===== src/rtl/read_to_sdram_pkg.sv =====
`default_nettype none
// ============================================================================
// Module   : read_to_sdram_pkg
// Brief    : State codes and shared constants for the FX2-to-Wishbone mover.
// Revision : 1.0 - initial release
// ============================================================================
package read_to_sdram_pkg;

  localparam int DEFAULT_WORD_COUNT = 120;

  localparam logic [3:0] SEL_ALL = 4'hF;

  localparam logic [2:0] IDLE   = 3'd0;
  localparam logic [2:0] RD_LO  = 3'd1;
  localparam logic [2:0] RD_HI  = 3'd2;
  localparam logic [2:0] WB_REQ = 3'd3;
  localparam logic [2:0] WB_REL = 3'd4;
  localparam logic [2:0] DONE   = 3'd5;

endpackage
`default_nettype wire


===== src/rtl/read_to_sdram_fx2_slave_fifo_rd.sv =====
`default_nettype none
// ============================================================================
// Module   : fx2_slave_fifo_rd
// Brief    : FX2 slave-FIFO read strobes and halfword-to-word packing.
// Revision : 1.0 - initial release
// ============================================================================
module fx2_slave_fifo_rd (
  input  logic        CLKOUT,
  input  logic        rst_n,
  input  logic        FLAGA,
  input  logic [15:0] fdata,
  input  logic        rd_active,
  input  logic        rd_hi,
  output logic        SLRD,
  output logic        SLOE,
  output logic        rd_strobe,
  output logic [31:0] word
);

  logic [31:0] r_word = '0;

  // A halfword is consumed only on edges where the FIFO reports data.
  assign rd_strobe = rd_active & FLAGA;
  assign SLRD      = ~rd_strobe;
  assign SLOE      = ~rd_active;
  assign word      = r_word;

  always_ff @(posedge CLKOUT or negedge rst_n) begin
    if (!rst_n) begin
      r_word <= '0;
    end else if (rd_strobe) begin
      if (rd_hi) begin
        r_word[31:16] <= fdata;
      end else begin
        r_word[15:0] <= fdata;
      end
    end
  end

endmodule
`default_nettype wire


===== src/rtl/read_to_sdram.sv =====
`default_nettype none
// ============================================================================
// Module   : read_to_sdram
// Brief    : Pulls 16-bit halfwords from an FX2 OUT FIFO, packs them into
//            32-bit words and writes them to a Wishbone slave.
//            Optional macro READ_TO_SDRAM_LED_EN enables the debug lamps.
// Revision : 1.0 - initial release
// ============================================================================
module read_to_sdram
  import read_to_sdram_pkg::*;
#(
  parameter int          WORD_COUNT = DEFAULT_WORD_COUNT,
  parameter logic [31:0] BASE_ADDR  = 32'h0
) (
  input  logic        CLKOUT,
  input  logic        rst_n,
  input  logic        FLAGA,
  inout  wire  [15:0] FDATA,
  output logic        SLRD,
  output logic        SLOE,
  output logic        SLWR,
  output logic        IFCLK,
  output logic [1:0]  FIFOADR,
  output logic [3:0]  LED,
  output logic [2:0]  cstate,
  output logic        read_ack,
  input  logic [31:0] data_o,
  input  logic        stall_o,
  input  logic        sdram_ack,
  output logic        cyc_i,
  output logic        stb_i,
  output logic        we_i,
  output logic [3:0]  sel_i,
  output logic [31:0] addr_i,
  output logic [31:0] data_i
);

  localparam int               IDX_W      = $clog2(WORD_COUNT + 1);
  localparam logic [IDX_W-1:0] C_LAST_IDX = IDX_W'(WORD_COUNT);

  logic [2:0]       r_state = IDLE;
  logic [2:0]       w_next;
  logic [IDX_W-1:0] r_index = '0;
  logic [31:0]      r_addr  = BASE_ADDR;
  logic             w_rd_active;
  logic             w_rd_hi;
  logic             w_rd_strobe;
  logic             w_unused;

  // The FX2 bus is input-only for this block.
  assign FDATA   = 16'bz;
  assign SLWR    = 1'b1;
  assign IFCLK   = CLKOUT;
  assign FIFOADR = 2'b00;
  assign cstate  = r_state;
  assign addr_i  = r_addr;

  // Write-only master: read data and stall are not needed.
  assign w_unused = &{1'b0, data_o, stall_o, w_rd_strobe};

  fx2_slave_fifo_rd u_fifo_rd (
    .CLKOUT    (CLKOUT),
    .rst_n     (rst_n),
    .FLAGA     (FLAGA),
    .fdata     (FDATA),
    .rd_active (w_rd_active),
    .rd_hi     (w_rd_hi),
    .SLRD      (SLRD),
    .SLOE      (SLOE),
    .rd_strobe (w_rd_strobe),
    .word      (data_i)
  );

  always_ff @(posedge CLKOUT or negedge rst_n) begin
    if (!rst_n) begin
      r_state <= IDLE;
      r_index <= '0;
      r_addr  <= BASE_ADDR;
    end else begin
      r_state <= w_next;
      if (r_state == WB_REQ && sdram_ack) begin
        r_index <= r_index + IDX_W'(1);
        r_addr  <= r_addr + 32'd1;
      end
    end
  end

  always_comb begin
    w_next = r_state;
    case (r_state)
      IDLE:    if (FLAGA) w_next = RD_LO;
      RD_LO:   if (FLAGA) w_next = RD_HI;
      RD_HI:   if (FLAGA) w_next = WB_REQ;
      WB_REQ:  if (sdram_ack) w_next = WB_REL;
      // Wait for the slave to drop ack so every transaction gets an idle cycle.
      WB_REL:  if (!sdram_ack) w_next = (r_index == C_LAST_IDX) ? DONE : RD_LO;
      DONE:    w_next = DONE;
      default: w_next = IDLE;
    endcase
  end

  always_comb begin
    w_rd_active = 1'b0;
    w_rd_hi     = 1'b0;
    cyc_i       = 1'b0;
    stb_i       = 1'b0;
    we_i        = 1'b0;
    sel_i       = 4'h0;
    read_ack    = 1'b0;
    case (r_state)
      RD_LO:  w_rd_active = 1'b1;
      RD_HI: begin
        w_rd_active = 1'b1;
        w_rd_hi     = 1'b1;
      end
      WB_REQ: begin
        cyc_i = 1'b1;
        stb_i = 1'b1;
        we_i  = 1'b1;
        sel_i = SEL_ALL;
      end
      DONE:   read_ack = 1'b1;
      default: ;
    endcase
  end

`ifdef READ_TO_SDRAM_LED_EN
  assign LED = {r_index[0], read_ack, cyc_i, w_rd_active};
`else
  assign LED = 4'b0000;
`endif

endmodule
`default_nettype wire


===== config.mk =====
export PLATFORM = sky130hd
export DESIGN_NAME = read_to_sdram
export DESIGN_NICKNAME = d
export VERILOG_FILES = /design/src/rtl/read_to_sdram_pkg.sv /design/src/rtl/read_to_sdram_fx2_slave_fifo_rd.sv /design/src/rtl/read_to_sdram.sv
export SDC_FILE = /design/constraint.sdc
export NUM_CORES = 1
export LEC_CHECK = 0
export BUFFER_PORTS_ARGS = -buffer_cell sky130_fd_sc_hd__buf_2
export CORE_MARGIN = 1.5
export CORE_UTILIZATION = 45
export CTS_CLUSTER_DIAMETER = 30
export CTS_CLUSTER_SIZE = 16
export DETAILED_ROUTE_END_ITERATION = 8
export PLACE_DENSITY_LB_ADDON = 0.1
export SYNTH_ARGS = -nofsm -noshare
export SYNTH_HDL_FRONTEND = slang
export SYNTH_SLANG_ARGS = --single-unit

===== constraint.sdc =====
create_clock -name CLKOUT -period 2.2 [get_ports CLKOUT]
set_input_delay 0.11 -clock CLKOUT [delete_from_list [all_inputs] [get_ports CLKOUT]]
set_output_delay 0.11 -clock CLKOUT [all_outputs]
set_load 0.02 [all_outputs]

==> results of run 1 <==
==> cells in the final DEF, fill, tap and decap left out, types with 4 or more instances in the layout <==
cell / n
and3_1: 7
buf_2: 81
buf_4: 5
clkbuf_8: 9
conb_1: 23
dfrtp_1: 44
inv_1: 9
nand2_1: 22
nand3_1: 9
nand4_1: 15
nor2_1: 11
nor4_2: 4
xnor2_1: 27
xor2_1: 11
==> cell families after synthesis <==
| family | after synthesis | share of synthesized area |
|---|---|---|
| compound gates | 6 | 0.0161 |
| xor+xnor | 38 | 0.130 |
| fa+ha+maj | 3 | 0.0146 |
| buf+inv | 75 | 0.200 |
| flops | 44 | 0.430 |
| other cells | 2 | 0.00293 |
| simple gates | 89 | 0.207 |
==> synth_stat cells <==
| master | n | area share |
|---|---|---|
| buf_4 | 60 | 0.18 |
| nand4b_1 | 1 | 0.0034 |
| buf_2 | 4 | 0.0078 |
| nand4_2 | 1 | 0.0049 |
| nor2b_1 | 1 | 0.0024 |
| nand4b_4 | 1 | 0.0093 |
| and4b_1 | 1 | 0.0039 |
| xnor2_1 | 27 | 0.092 |
| nand4_1 | 15 | 0.037 |
| a21oi_1 | 1 | 0.0020 |
| nor4b_2 | 1 | 0.0059 |
| a221oi_1 | 1 | 0.0034 |
| and3_1 | 7 | 0.017 |
| nand3b_1 | 1 | 0.0029 |
| and2_1 | 3 | 0.0073 |
| or4_1 | 1 | 0.0029 |
| xor2_1 | 11 | 0.038 |
| o2bb2ai_1 | 1 | 0.0034 |
| a41oi_1 | 1 | 0.0034 |
| nor2_1 | 11 | 0.016 |
| dfrtp_1 | 44 | 0.43 |
| nand2b_1 | 1 | 0.0024 |
| nor3_1 | 3 | 0.0059 |
| ha_1 | 3 | 0.015 |
| clkbuf_1 | 2 | 0.0029 |
| nand3_1 | 9 | 0.018 |
| inv_1 | 9 | 0.013 |
| o21ai_0 | 2 | 0.0039 |
| conb_1 | 2 | 0.0029 |
| nor4_2 | 4 | 0.020 |
| or2_2 | 1 | 0.0024 |
| nand2_1 | 22 | 0.032 |
| nor4_1 | 3 | 0.0073 |
| and4_1 | 2 | 0.0068 |
==> through the flow <==
stage / hold slack (ps) / cells / power (mW)
5_1_grt: 87.1 / 383 / 2.91
3_5_place_dp: 57.2 / 370 / 2.10
2_1_floorplan: -186 / 278 / 2.03
6_report: 72.9 / 383 / 2.73
4_1_cts: 67.0 / 383 / 2.77
3_3_place_gp: 66.7 / 370 / 2.08
==> flip-flops by register name (all words and copies together), names as in the netlist <==
name            count
addr_i             32
cstate              3
r_index             7
u_fifo_rd.word      2
==> power breakdown <==
group / leakage [nW] / internal [mW] / total, mW / switching [mW]
Clock: 0.0710 / 0.384 / 0.697 / 0.312
Sequential: 0.587 / 0.911 / 1.09 / 0.175
Combinational: 0.905 / 0.324 / 0.945 / 0.621
==> what timing repair did <==
item,4_1_cts,5_1_grt
hold buffers,2,0
endpoints found under the setup margin,0,0
hold endpoints to repair,18,0
==> metal layers <==
| layer | share of wire | GRT usage |
|---|---|---|
| met1 | 0.47 | 0.211 |
| met2 | 0.44 | 0.235 |
| met3 | 0.065 | 0.0326 |
| met4 | 0.023 | 0.107 |
| met5 | 0 | 0 |
==> layout make-up <==
cell class | count | area [sq um] | share of cell area
sequential | 44 | 1100 | 0.387
timing repair buffer | 87 | 458 | 0.161
multi-input combinational | 159 | 1030 | 0.361
inverter | 9 | 33.8 | 0.0119
tap | 72 | 90.1 | 0.0316
clock buffer | 12 | 136 | 0.0479
==> critical path, stage by stage (launching register included) <==
cell and delay, ps:
dfrtp_1 470, nand4_2 190, or4_1 640, nor4b_2 340, xor2_1 160
==> worst min-delay path by stage <==
stage               startpoint          to  slack [ps]  cells after the start
floorplan                rst_n   addr_i[0]        -190                      0
global placement         rst_n  r_index[5]          70                      1
detailed placement       rst_n  r_index[5]          60                      1
CTS                  sdram_ack   cstate[2]          70                      3
global route         sdram_ack   cstate[2]          90                      3
finish               sdram_ack   cstate[2]          70                      3
==> impl_metrics.ini, run 1 <==
[global_routing]
grt_max_degree = 28
grt_pass1_vias = 1574
antenna_found_initial = 0
track_usage = 0.160
grt_overflow = 0
grt_pass1_wl_um = 7490

[place]
routabilityCongestion = 0.749
dpl.hpwl_um = 3270
place_area_sq_um = 2700
dpl_worst_slack_ps = 311
io_buffers = 81

[drt]
drc = 0
vias = 1860
drt_wl_total_um = 4580
ant_nets = 0
drt_iter0_drc = 81
avgViaCountPerCell = 4.86
drt_first_pass_iters = 4
wl_per_cell_um = 12.0

[critical_path]
endpoint = addr_i[25]
critPathCaptureType = flop
timing.critical_path.from = addr_i[3]
worst-r2r-cell-count = 4
cp.required_ps = 2520
rrSetupSlack_ps = 310
rr_endpoint = addr_i[25]
worstReg2RegStart = addr_i[3]
path_max_fanout = 6
path_class = flop to flop
crit_arrival_ps = 2210
startpoint_type = flop

[cts]
cts_setup_buffers = 0
insertion_delay_ps = 400
clkTransAtPathRegs_ps = 80
post_cts_resized = 0
cts_tree = done

[sta]
grt_setup_unrepaired = false
max_freq_ghz = 0.530
final.period_utilization = 0.858
slew_viol_final = 0
clock_skew_ps = 8.38
setup_viol = 0
finalCriticalPeriod_ps = 1890
hold_viol_final = 0
fin_setup_tns_ps = 0
worst_slack_ps = 312

[power_and_ir_drop]
power_density_nw_per_um2 = 958
irDropWorstVdd_mv = 0.846
p_leak_nw = 1.56

[layout]
nets = 350
area_delta_synth_final_pct = 11.1
finish.utilization = 0.517
antenna_cells = 0
design_area_sq_um = 2850
drive_above_1_share = 0.331
nFillCells = 540

[synthesis]
synth_cells = 257
ys_seq_area_frac = 0.430
synth_area_sq_um = 2560
ys_seq_elements = 44
yosysWarnings = 0
syn_avg_cell_area_sq_um = 9.97
ys_types = 34

[floorplanning]
core_area_sq_um = 5510
die_h_um = 78.5
pin_count = 138
rows = 27
start_util = 0.465
die_area_sq_um = 6160
die_w_um = 78.5

[flow_run]
drv_cap = 0

[hold_path]
hold_path_class = primary input to flop

[outcome]
status = complete, no violations
(Power assumes the default switching activity.)
==> run 2, diff against run 1 <==
--- a/config.mk
+++ b/config.mk
@@ -7,7 +7,7 @@
 export LEC_CHECK = 0
 export BUFFER_PORTS_ARGS = -buffer_cell sky130_fd_sc_hd__buf_2
 export CORE_MARGIN = 1.5
-export CORE_UTILIZATION = 45
+export CORE_UTILIZATION = 35
 export CTS_CLUSTER_DIAMETER = 30
 export CTS_CLUSTER_SIZE = 16
 export DETAILED_ROUTE_END_ITERATION = 8
==> run 2 against run 1 <==
  * Count of clock-buffer cells in the layout shrank 2
  * Largest power group unchanged
  * Design area increased by 1.5%
  * Power rose by 0.59%
  * Via count down 2.2%
  * First-iteration DRC count fell by 25%
  * Clock power increased by 2%
  * Register-to-register slack about the same
  * Cell count rose by 7.3%
  * Setup slack got worse by 6.2 ps
  * Die area is 27% higher
  * Critical endpoint is now addr_i[23]
  * Global-route usage shrank 2.0 points
  * Core utilization is 11 points lower
==> impl_metrics.ini, run 2 (same netlist as run 1, synthesis figures left out) <==
[outcome]
status = complete, no violations

[sta]
tightest_slew_ps = 517
holdWs_ps = 71.4
setup_viol = 0
finalCriticalPeriod_ps = 1890
relSlewSlack = 0.655
max_freq_ghz = 0.528
worst_slack_ps = 306
slew_viol_final = 0
grt_setup_unrepaired = false
final.period_utilization = 0.861
clock_skew_ps = 6.20
fin_setup_tns_ps = 0
hold_viol_final = 0

[floorplanning]
die_w_um = 88.6
core_area_sq_um = 7180
rows = 31
start_util = 0.357
die_area_sq_um = 7840
pin_count = 138
die_h_um = 88.6

[global_routing]
antenna_found_initial = 0
grt_pass1_vias = 1563
grt_max_degree = 24
track_usage = 0.139
grt_overflow = 0
grt_pass1_wl_um = 7980

[critical_path]
endpoint = addr_i[23]
rr_endpoint = addr_i[23]
startpoint_type = flop
cp.depth = 4
path_max_fanout = 6
worstReg2RegStart = addr_i[3]
worstPathCellList = nand4_2 -> or4_1 -> nor4_2 -> xor2_1
cp.required_ps = 2530
timing.critical_path.from = addr_i[3]
critPathBufInv = 0
critPathCaptureType = flop
worst-r2r-cell-count = 4
crit_arrival_ps = 2230
worst_path_max_delay_cell = or4_1
rrSetupSlack_ps = 310
slowest_delay_ps = 660
path_class = flop to flop
cp_top_family = simple AND/OR/NAND/NOR gates

[layout]
final_common_cell = buf_2
final_cell_mix = 81 x buf_2, 44 x dfrtp_1, 27 x xnor2_1
drive_above_1_share = 0.340
nets = 351
area_delta_synth_final_pct = 12.8
largest_reg_flops = 32
finish.utilization = 0.403
antenna_cells = 0

[cts]
cts_setup_buffers = 0
post_cts_resized = 0
clkTransAtPathRegs_ps = 90
ctsHoldBuffers = 2
insertion_delay_ps = 400
cts_tree = done

[drt]
drt_iter0_drc = 61
drt_wl_total_um = 4990
avgViaCountPerCell = 4.43
ant_nets = 0
vias = 1820
highest_layer = met4
wl_met3_um = 299
wl_per_cell_um = 12.1
drt_first_pass_iters = 4
met1_length_um = 2390
drc = 0
route.met2.wl_um = 2200

[power_and_ir_drop]
power_density_nw_per_um2 = 949
p_leak_nw = 1.57
irDropWorstVdd_mv = 0.626
finalPower_mw = 2.74

[flow_run]
drv_cap = 0

[place]
dpl_worst_slack_ps = 298
io_buffers = 81
routabilityCongestion = 0.715
dpl.hpwl_um = 3490

[hold_path]
hold_path_class = primary input to asynchronous set/reset pin
==> run 2: where the power goes <==
group | leakage, nW | internal, mW | switching [mW]
logic | 0.910 | 0.322 | 0.618
clock network | 0.0765 | 0.379 | 0.334
registers | 0.587 | 0.911 | 0.180
==> run 2: cell type report <==
| class | instances | area [sq um] |
|---|---|---|
| fillers | 740 | 4280 |
| clock inverters | 2 | 10.0 |
| flip-flops and latches | 44 | 1100 |
| repair buffers | 88 | 465 |
| inverters | 9 | 33.8 |
| well taps | 99 | 124 |
| clock buffers | 10 | 129 |
| multi-input cells | 159 | 1030 |
==> run 2: through the flow <==
stage          area (sq um)  std cells
3_3_place_gp           2740        398
6_report               2890        411
4_1_cts                2890        411
5_1_grt                2890        411
2_1_floorplan          2640        278
3_5_place_dp           2740        398
==> run 2: worst min path at each step <==
stage / endpoint / slack, ps / depth (start not counted)
2_1_floorplan: addr_i[0] / -190 / 0
3_3_place_gp: addr_i[26] / -30 / 1
3_5_place_dp: addr_i[26] / -30 / 1
4_1_cts: cstate[2] / 70 / 3
5_1_grt: addr_i[31] / 90 / 2
6_report: addr_i[26] / 70 / 2
==> run 2: routing by layer <==
layer | vias up | GRT usage
met5 | - | 0
met4 | 0 | 0.0710
met3 | 10 | 0.0513
met2 | 70 | 0.192
met1 | 858 | 0.191
li1 | 882 | -
